File: src/rtl/alu_seq_pkg.sv
// Shared definitions for the accumulation sequencer: lane-width codes,
// sequencer states, per-width saturation limits and a lane-wise wrap adder.
package alu_seq_pkg;

    localparam logic [1:0] W8  = 2'b00;
    localparam logic [1:0] W16 = 2'b01;
    localparam logic [1:0] W32 = 2'b10;

    typedef enum logic [1:0] {
        IDLE,
        RUN,
        DONE
    } state_t;

    localparam logic [7:0]  SAT_MAX8  = 8'h7F;
    localparam logic [7:0]  SAT_MIN8  = 8'h80;
    localparam logic [15:0] SAT_MAX16 = 16'h7FFF;
    localparam logic [15:0] SAT_MIN16 = 16'h8000;
    localparam logic [31:0] SAT_MAX32 = 32'h7FFF_FFFF;
    localparam logic [31:0] SAT_MIN32 = 32'h8000_0000;

    // Lane-wise modular add; carries never leave a lane. Code 2'b11 falls
    // into the 32-bit branch so it behaves exactly like W32.
    function automatic logic [31:0] wrapAdd(input logic [31:0] a,
                                            input logic [31:0] b,
                                            input logic [1:0]  width);
        logic [31:0] sum;
        sum = '0;
        case (width)
            W8: begin
                for (int i = 0; i < 4; i++) begin
                    sum[i*8 +: 8] = a[i*8 +: 8] + b[i*8 +: 8];
                end
            end
            W16: begin
                for (int i = 0; i < 2; i++) begin
                    sum[i*16 +: 16] = a[i*16 +: 16] + b[i*16 +: 16];
                end
            end
            default: begin
                sum = a + b;
            end
        endcase
        return sum;
    endfunction

endpackage

File: src/rtl/alu_seq_alu.sv
// Packed-SIMD adder: 4x8, 2x16 or 1x32 lanes with optional signed
// saturation per lane. Purely combinational.
module alu_seq_alu
    import alu_seq_pkg::*;
(
    input  logic [31:0] i_a,
    input  logic [31:0] i_b,
    input  logic [1:0]  i_width,
    input  logic        i_sat,
    output logic [31:0] o_c
);

    logic [31:0] w_wrap;

    assign w_wrap = wrapAdd(i_a, i_b, i_width);

    // Start from the wrapped sum and clamp any lane whose operands share a
    // sign that the sum does not (signed overflow) when saturation is on.
    always_comb begin
        o_c = w_wrap;
        if (i_sat) begin
            case (i_width)
                W8: begin
                    for (int i = 0; i < 4; i++) begin
                        if ((i_a[i*8+7] == i_b[i*8+7]) && (w_wrap[i*8+7] != i_a[i*8+7])) begin
                            o_c[i*8 +: 8] = i_a[i*8+7] ? SAT_MIN8 : SAT_MAX8;
                        end
                    end
                end
                W16: begin
                    for (int i = 0; i < 2; i++) begin
                        if ((i_a[i*16+15] == i_b[i*16+15]) && (w_wrap[i*16+15] != i_a[i*16+15])) begin
                            o_c[i*16 +: 16] = i_a[i*16+15] ? SAT_MIN16 : SAT_MAX16;
                        end
                    end
                end
                default: begin
                    if ((i_a[31] == i_b[31]) && (w_wrap[31] != i_a[31])) begin
                        o_c = i_a[31] ? SAT_MIN32 : SAT_MAX32;
                    end
                end
            endcase
        end
    end

endmodule

File: src/rtl/alu_seq.sv
// Accumulation sequencer: takes one command, folds a stream of operand
// words into an accumulator through the SIMD alu, then offers the result.
// Optional build macro ALU_SEQ_SATFLAG_EN adds the sticky per-byte
// saturation flag output res_sat.
module alu_seq
    import alu_seq_pkg::*;
#(
    parameter int LEN_W = 8
)
(
    input  logic             clk,
    input  logic             rst,
    input  logic             cmd_valid,
    output logic             cmd_ready,
    input  logic [1:0]       cmd_width,
    input  logic             cmd_sat,
    input  logic [31:0]      cmd_init,
    input  logic [LEN_W-1:0] cmd_len,
    input  logic             in_valid,
    output logic             in_ready,
    input  logic [31:0]      in_data,
    output logic             res_valid,
    input  logic             res_ready,
    output logic [31:0]      res_data
`ifdef ALU_SEQ_SATFLAG_EN
    ,
    output logic [3:0]       res_sat
`endif
);

    state_t           r_state;
    state_t           w_nextState;
    logic [31:0]      r_acc;
    logic [LEN_W-1:0] r_remaining;
    logic [1:0]       r_width;
    logic             r_sat;
    logic [31:0]      w_aluOut;
    logic             w_cmdFire;
    logic             w_inFire;

    alu_seq_alu u_alu (
        .i_a     (r_acc),
        .i_b     (in_data),
        .i_width (r_width),
        .i_sat   (r_sat),
        .o_c     (w_aluOut)
    );

    assign w_cmdFire = cmd_valid & cmd_ready;
    assign w_inFire  = in_valid & in_ready;
    assign res_data  = res_valid ? r_acc : 32'd0;

    // State register; reset returns to IDLE from any state.
    always_ff @(posedge clk) begin
        if (rst) begin
            r_state <= IDLE;
        end else begin
            r_state <= w_nextState;
        end
    end

    // Next-state and handshake outputs; all ready/valid outputs are held
    // low while reset is asserted so nothing handshakes on that cycle.
    always_comb begin
        w_nextState = r_state;
        cmd_ready   = 1'b0;
        in_ready    = 1'b0;
        res_valid   = 1'b0;
        case (r_state)
            IDLE: begin
                cmd_ready = 1'b1;
                if (cmd_valid) begin
                    w_nextState = (cmd_len != '0) ? RUN : DONE;
                end
            end
            RUN: begin
                in_ready = 1'b1;
                if (in_valid && (r_remaining == LEN_W'(1))) begin
                    w_nextState = DONE;
                end
            end
            DONE: begin
                res_valid = 1'b1;
                if (res_ready) begin
                    w_nextState = IDLE;
                end
            end
            default: begin
                w_nextState = IDLE;
            end
        endcase
        if (rst) begin
            cmd_ready = 1'b0;
            in_ready  = 1'b0;
            res_valid = 1'b0;
        end
    end

    // Accumulator, beat counter and latched command fields. The two fire
    // conditions belong to different states so they never coincide.
    always_ff @(posedge clk) begin
        if (rst) begin
            r_acc       <= 32'd0;
            r_remaining <= '0;
            r_width     <= 2'b00;
            r_sat       <= 1'b0;
        end else if (w_cmdFire) begin
            r_acc       <= cmd_init;
            r_remaining <= cmd_len;
            r_width     <= cmd_width;
            r_sat       <= cmd_sat;
        end else if (w_inFire) begin
            r_acc       <= w_aluOut;
            r_remaining <= r_remaining - LEN_W'(1);
        end
    end

`ifdef ALU_SEQ_SATFLAG_EN
    logic [31:0] w_wrapSum;
    logic [3:0]  w_byteDiff;
    logic [3:0]  w_laneFlag;
    logic [3:0]  r_satFlag;

    assign w_wrapSum = wrapAdd(r_acc, in_data, r_width);
    assign res_sat   = res_valid ? r_satFlag : 4'd0;

    // A clamped lane is one where the alu output differs from the plain
    // wrapped sum; widen each lane's verdict to all of its bytes.
    always_comb begin
        w_byteDiff = 4'd0;
        w_laneFlag = 4'd0;
        for (int i = 0; i < 4; i++) begin
            w_byteDiff[i] = (w_aluOut[i*8 +: 8] != w_wrapSum[i*8 +: 8]);
        end
        if (r_sat) begin
            case (r_width)
                W8:      w_laneFlag = w_byteDiff;
                W16:     w_laneFlag = {{2{|w_byteDiff[3:2]}}, {2{|w_byteDiff[1:0]}}};
                default: w_laneFlag = {4{|w_byteDiff}};
            endcase
        end
    end

    // Sticky flags: cleared per command, accumulated on every beat.
    always_ff @(posedge clk) begin
        if (rst) begin
            r_satFlag <= 4'd0;
        end else if (w_cmdFire) begin
            r_satFlag <= 4'd0;
        end else if (w_inFire) begin
            r_satFlag <= r_satFlag | w_laneFlag;
        end
    end
`endif

endmodule

File: config.mk
export PLATFORM = sky130hd
export DESIGN_NAME = alu_seq
export DESIGN_NICKNAME = d
export VERILOG_FILES = /design/src/rtl/alu_seq_pkg.sv /design/src/rtl/alu_seq_alu.sv /design/src/rtl/alu_seq.sv
export SDC_FILE = /design/constraint.sdc
export NUM_CORES = 1
export LEC_CHECK = 0
export ABC_AREA = 1
export BUFFER_PORTS_ARGS = -buffer_cell sky130_fd_sc_hd__buf_2
export CAP_MARGIN = 25
export CORE_MARGIN = 4
export CORE_UTILIZATION = 40
export DETAILED_ROUTE_END_ITERATION = 7
export SETUP_SLACK_MARGIN = 0.02
export SYNTH_ARGS = -nofsm -noshare
export SYNTH_HDL_FRONTEND = slang
export SYNTH_SLANG_ARGS = --single-unit
File: constraint.sdc
create_clock -name clk -period 5.5 [get_ports clk]
set_clock_uncertainty 0.1 [all_clocks]
set_input_delay 0.825 -clock clk [delete_from_list [all_inputs] [get_ports clk]]
set_output_delay 0.825 -clock clk [all_outputs]
set_load 0.01 [all_outputs]
**After elaboration in Yosys (flattened, before gate mapping)**

Cells that the tools add are included.

- Shift-type cells: 0
- Bitwise gates (word level): 2
- Multiply operators: 0
- Multiplexer cells: 33
- Add/subtract/negate cells: 8
- Magnitude comparators: 0
- Eq/ne operators: 15
- Reduce and logical (&&, ||, !) cells: 10
- Divide/modulo/power cells: 0

Operators by type and width:

| cell | number |
|---|---|
| 32-bit two-way mux | 6 |
| 32-bit one-hot mux with 2 select lines | 2 |
| 8-bit two-way mux | 10 |
| 16-bit two-way mux | 4 |
| 16-bit adder | 2 |
| 32-bit adder | 1 |
| 8-bit adder | 4 |
| 8-bit by 1-bit == test with 1-bit output, second input constant | 1 |
| 2-bit two-way mux | 4 |
| 8-bit nonzero test | 1 |
| 8-bit by 1-bit subtractor with 8-bit output, second input constant | 1 |
| 1-bit two-way mux | 6 |
| 2-bit != test, second input constant | 3 |
| 2-bit one-hot mux with 3 select lines | 1 |
| 1-bit logical AND | 5 |
| 1-bit == test | 4 |
| 2-bit by 1-bit == test with 1-bit output, second input constant | 2 |
| 2-bit zero test | 2 |
| 1-bit != test | 4 |
| 3-bit AND reduction | 1 |
| 1-bit bitwise AND | 2 |
| 2-bit == test, second input constant | 1 |
| 2-bit nonzero test | 1 |

- Register bits after elaboration: 45
- RAM bits: 0
- Logic and storage cells: 73
- Memory bits (read-only): 0
- Memories kept: 0
- Output and inout bits: 35
- Bits of input ports: 80
- Bits in latches: 0

**Depth between registers and ports, before layout**

- Word-level depth: 9
- Gate-level depth with buffers: 20
- Depth with buffers taken out: 19

**Modules after synthesis**

A second synthesis with hierarchy kept.

- Cell total of the unflattened synthesis: 1112
- Area, all modules: 6241.0 um^2

Modules (own cells, without submodules):

| module | area each (um^2) | times used | seq. area each (um^2) | cells each |
|---|---|---|---|---|
| alu_seq_alu | 3557.2 | 1 | 0.0 | 668 |
| alu_seq | 2683.8 | 1 | 900.9 | 444 |

**Worst setup path after synthesis**

Ideal clock, no wire load.

- Path type: input to output
- From: input port rst
- To: output port res_data[10]
- Data required time: 4.575 ns
- Slack: 2.703 ns
- Path buffers: 2
- Stages on the path: 5
- Data arrival time: 1.872 ns
- Path through: clkbuf_1 > nor3_1 > inv_1 > clkbuf_1 > nor2_1

- Cells in the longest elaborated chain, start to end: 2

RTL lines:

| item | RTL line | RTL |
|---|---|---|
| from (decl) | alu_seq.sv:12 | `input logic rst,` |
| 1-bit two-way mux | alu_seq.sv:92 | `if (rst) begin` |
| via res_valid | alu_seq.sv:22 | `output logic res_valid,` |
| 32-bit two-way mux | alu_seq.sv:51 | `assign res_data = res_valid ? r_acc : 32'd0;` |
| to (decl) | alu_seq.sv:24 | `output logic [31:0] res_data` |

The timed path passes the listed nets, and every way through them passes these cells.

**Worst setup path in the final report**

- From: input port rst
- To: output port res_data[11]

- Cells in the longest elaborated chain, start to end: 2

RTL lines:

| item | RTL line |
|---|---|
| 1-bit two-way mux | alu_seq.sv:92 |
| 32-bit two-way mux | alu_seq.sv:51 |

No other way between the ends.

==> results.yml <==
power_and_ir_drop:
  p_leak_uw: 0.00341
  ir_drop_mv: 0.177
  total_power_uw: 2180
  power.density_nw_per_um2: 331
final_layout:
  final_cell_area_um2: 6600
  drive_above_1_share: 0.149
  syn_to_final_growth_pct: 14.9
  fillCellCount: 1590
  layout.nets: 1250
  diodes: 0
synthesis:
  netlist_instances: 1037
  synth_edf_count: 0
  synth-warning-count: 0
  yosys_register_bits: 45
  synth_area_um2: 5750
  synth_nets: 1154
  ys.flop_type: "dfxtp_1"
  yosysUniqueCellTypes: 45
  synth_area_per_cell_um2: 5.54
  async_flop_share: 0
  yosysSeqAreaShare: 0.157
clock_tree:
  cts_tree: "yes"
  cts-buffers-inserted: 5
  cts_resized: 0
  postCtsSetupRepairBufs: 0
  htree_levels: 2
  clk_pin_slew_ns: 0.07
  ctsHoldBuffers: 0
  clk_latency_ns: 0.29
  ctsRootBufferMaster: "clkbuf_16"
  clkSinkCount: 45
  clockBufferDepth: 2
placed_design:
  routabilityCongestion: 0.969
  portBuffers: 114
  hpwl_um: 16100
  dpl_cell_area_um2: 6450
routing:
  dr.pass1.iters: 5
  viasPerCell: 5.21
  drt-initial-drc-count: 394
  drc_errors: 0
  drt-total-wl_um: 20200
  wl_per_cell_um: 15.3
  antenna_left: 0
  vias: 6841
die:
  initial_core_util: 0.411
  top_level_ports: 115
  die_x_um: 128
  fp.coreArea_um2: 14000
  die-area_um2: 16300
  die_h_um: 128
  row_count: 43
critical_path:
  crit_family: "buffers and inverters"
  arrival_ns: 2.45
  start_kind: "primary input"
  path_max_fanout: 34
  crit_required_ns: 4.58
  cp_cell_sequence: "buf_2 -> nor3_1 -> inv_1 -> buf_8 -> nor2_1 -> buf_2"
  crit_buf_inv: 4
  crit_path_end_kind: "output port"
  r2r_start: "r_width[1]"
  slowest_delay_ns: 0.55
  critPathSlowestCell: "buf_2"
  setup.worst_path.start: "rst"
  setup.worst_path.class: "primary input to output port"
  path_common_cell: "buf_2"
sta:
  slew_viol_final: 0
  min_period_ns: 3.38
  post-route-period-util: 0.614
  finalSetupViolCount: 0
  fin_setup_tns_ns: 0
  worst_slew_pin_slew_ns: 0.905
  max_freq_mhz: 296
  hold_violations: 0
  rsz0062_at_grt: "false"
  relSlewSlack: 0.394
grt:
  grt_pass1_vias: 6188
  grt_pass1_wl_um: 31800
  grtUsageTotal: 0.240
  grt.overflow.total: 0
  grt_max_degree: 35
  antenna_found_initial: 0
job:
  cap_viol_max_count: 0
hold_path:
  hold_path.class: "flip-flop to flip-flop"
  min_from: "r_acc[9]"
status:
  status: "finished, final reports clean"
-- sequential cells by signal (all words and copies together), names as in the netlist --
register and cells:
r_width 2, r_state 2, r_remaining 8, r_acc 32, r_sat 1
-- synthesized netlist by cell type (11+ instances only) --
master    instances  share of area
dfxtp_1          45           0.16
o21ai_1          13          0.011
xor2_1           17          0.026
inv_1           149          0.097
o21ai_0          68          0.059
nor2_1          114          0.074
a21oi_1          87          0.076
inv_2            11         0.0072
nand3_1          56          0.049
a31oi_1          11          0.012
nand2_1         301           0.20
clkbuf_1         20          0.013
ha_1             33          0.072
-- worst min-delay path, cell delays in order (launching register included) --
cell and delay, ns:
dfxtp_1 0.33, nand2_1 0.06, a21oi_1 0.05
-- stage by stage --
stage	hold WS, ns	util	worst slack, ns	instances
2_1_floorplan	0.362	-	2.70	1037
3_3_place_gp	0.379	0.460	1.94	1305
3_5_place_dp	0.380	0.461	1.97	1306
4_1_cts	0.391	0.472	2.07	1314
5_1_grt	0.406	0.472	1.93	1314
6_report	0.389	0.472	2.12	1314
-- placed cells by master (no fill, tap or decap), types with 11 or more instances in the layout --
master	n
a21oi_1	87
a31oi_1	11
buf_2	114
dfxtp_1	45
ha_1	33
inv_1	149
inv_2	11
nand2_1	301
nand3_1	56
nor2_1	114
o21ai_0	68
o21ai_1	13
xor2_1	17
-- worst paths after layout --
| path | end | slack (ns) | depth (start not counted) |
|---|---|---|---|
| max | res_data[11] | 2.12 | 6 |
| min | r_acc[9] | 0.39 | 2 |
| max reg2reg | r_acc[29] | 2.65 | 13 |
| min reg2reg | r_acc[9] | 0.39 | 2 |
-- cell type report --
cell class                      instances  area, um^2  area share
Multi-Input combinational cell        800        4110       0.622
Inverter                              163         612      0.0927
Clock buffer                            5         125      0.0190
Sequential cell                        45         901       0.136
Tap cell                              180         225      0.0341
Timing Repair Buffer                  118         608      0.0921
Clock inverter                          3        22.5     0.00341
-- cell families (layout without fill, tap and decap cells) --
group | count (synthesis) | in the layout | synth area share
adder cells (fa/ha/maj) | 37 | 37 | 0.0858
AO/OA/AOI/OAI | 210 | 210 | 0.201
AND/OR/NAND/NOR | 527 | 527 | 0.388
XOR/XNOR | 24 | 24 | 0.0366
flip-flops | 45 | 45 | 0.157
multiplexers | 2 | 2 | 0.00348
buffers and inverters | 192 | 289 | 0.128
-- per-layer routing --
layer	share of wire	global-route usage
met5	0	0
met1	0.48	0.358
met4	0.010	0.0400
met3	0.068	0.0275
met2	0.44	0.377
-- power by group --
part	switching (uW)	internal (uW)	leakage [uW]	total, uW
Combinational	919	472	0.00297	1390
Sequential	82.4	395	0.000369	478
Clock	145	170	0.0000738	314
Total	1150	1040	0.00341	2180
(Power assumes the default switching activity.)
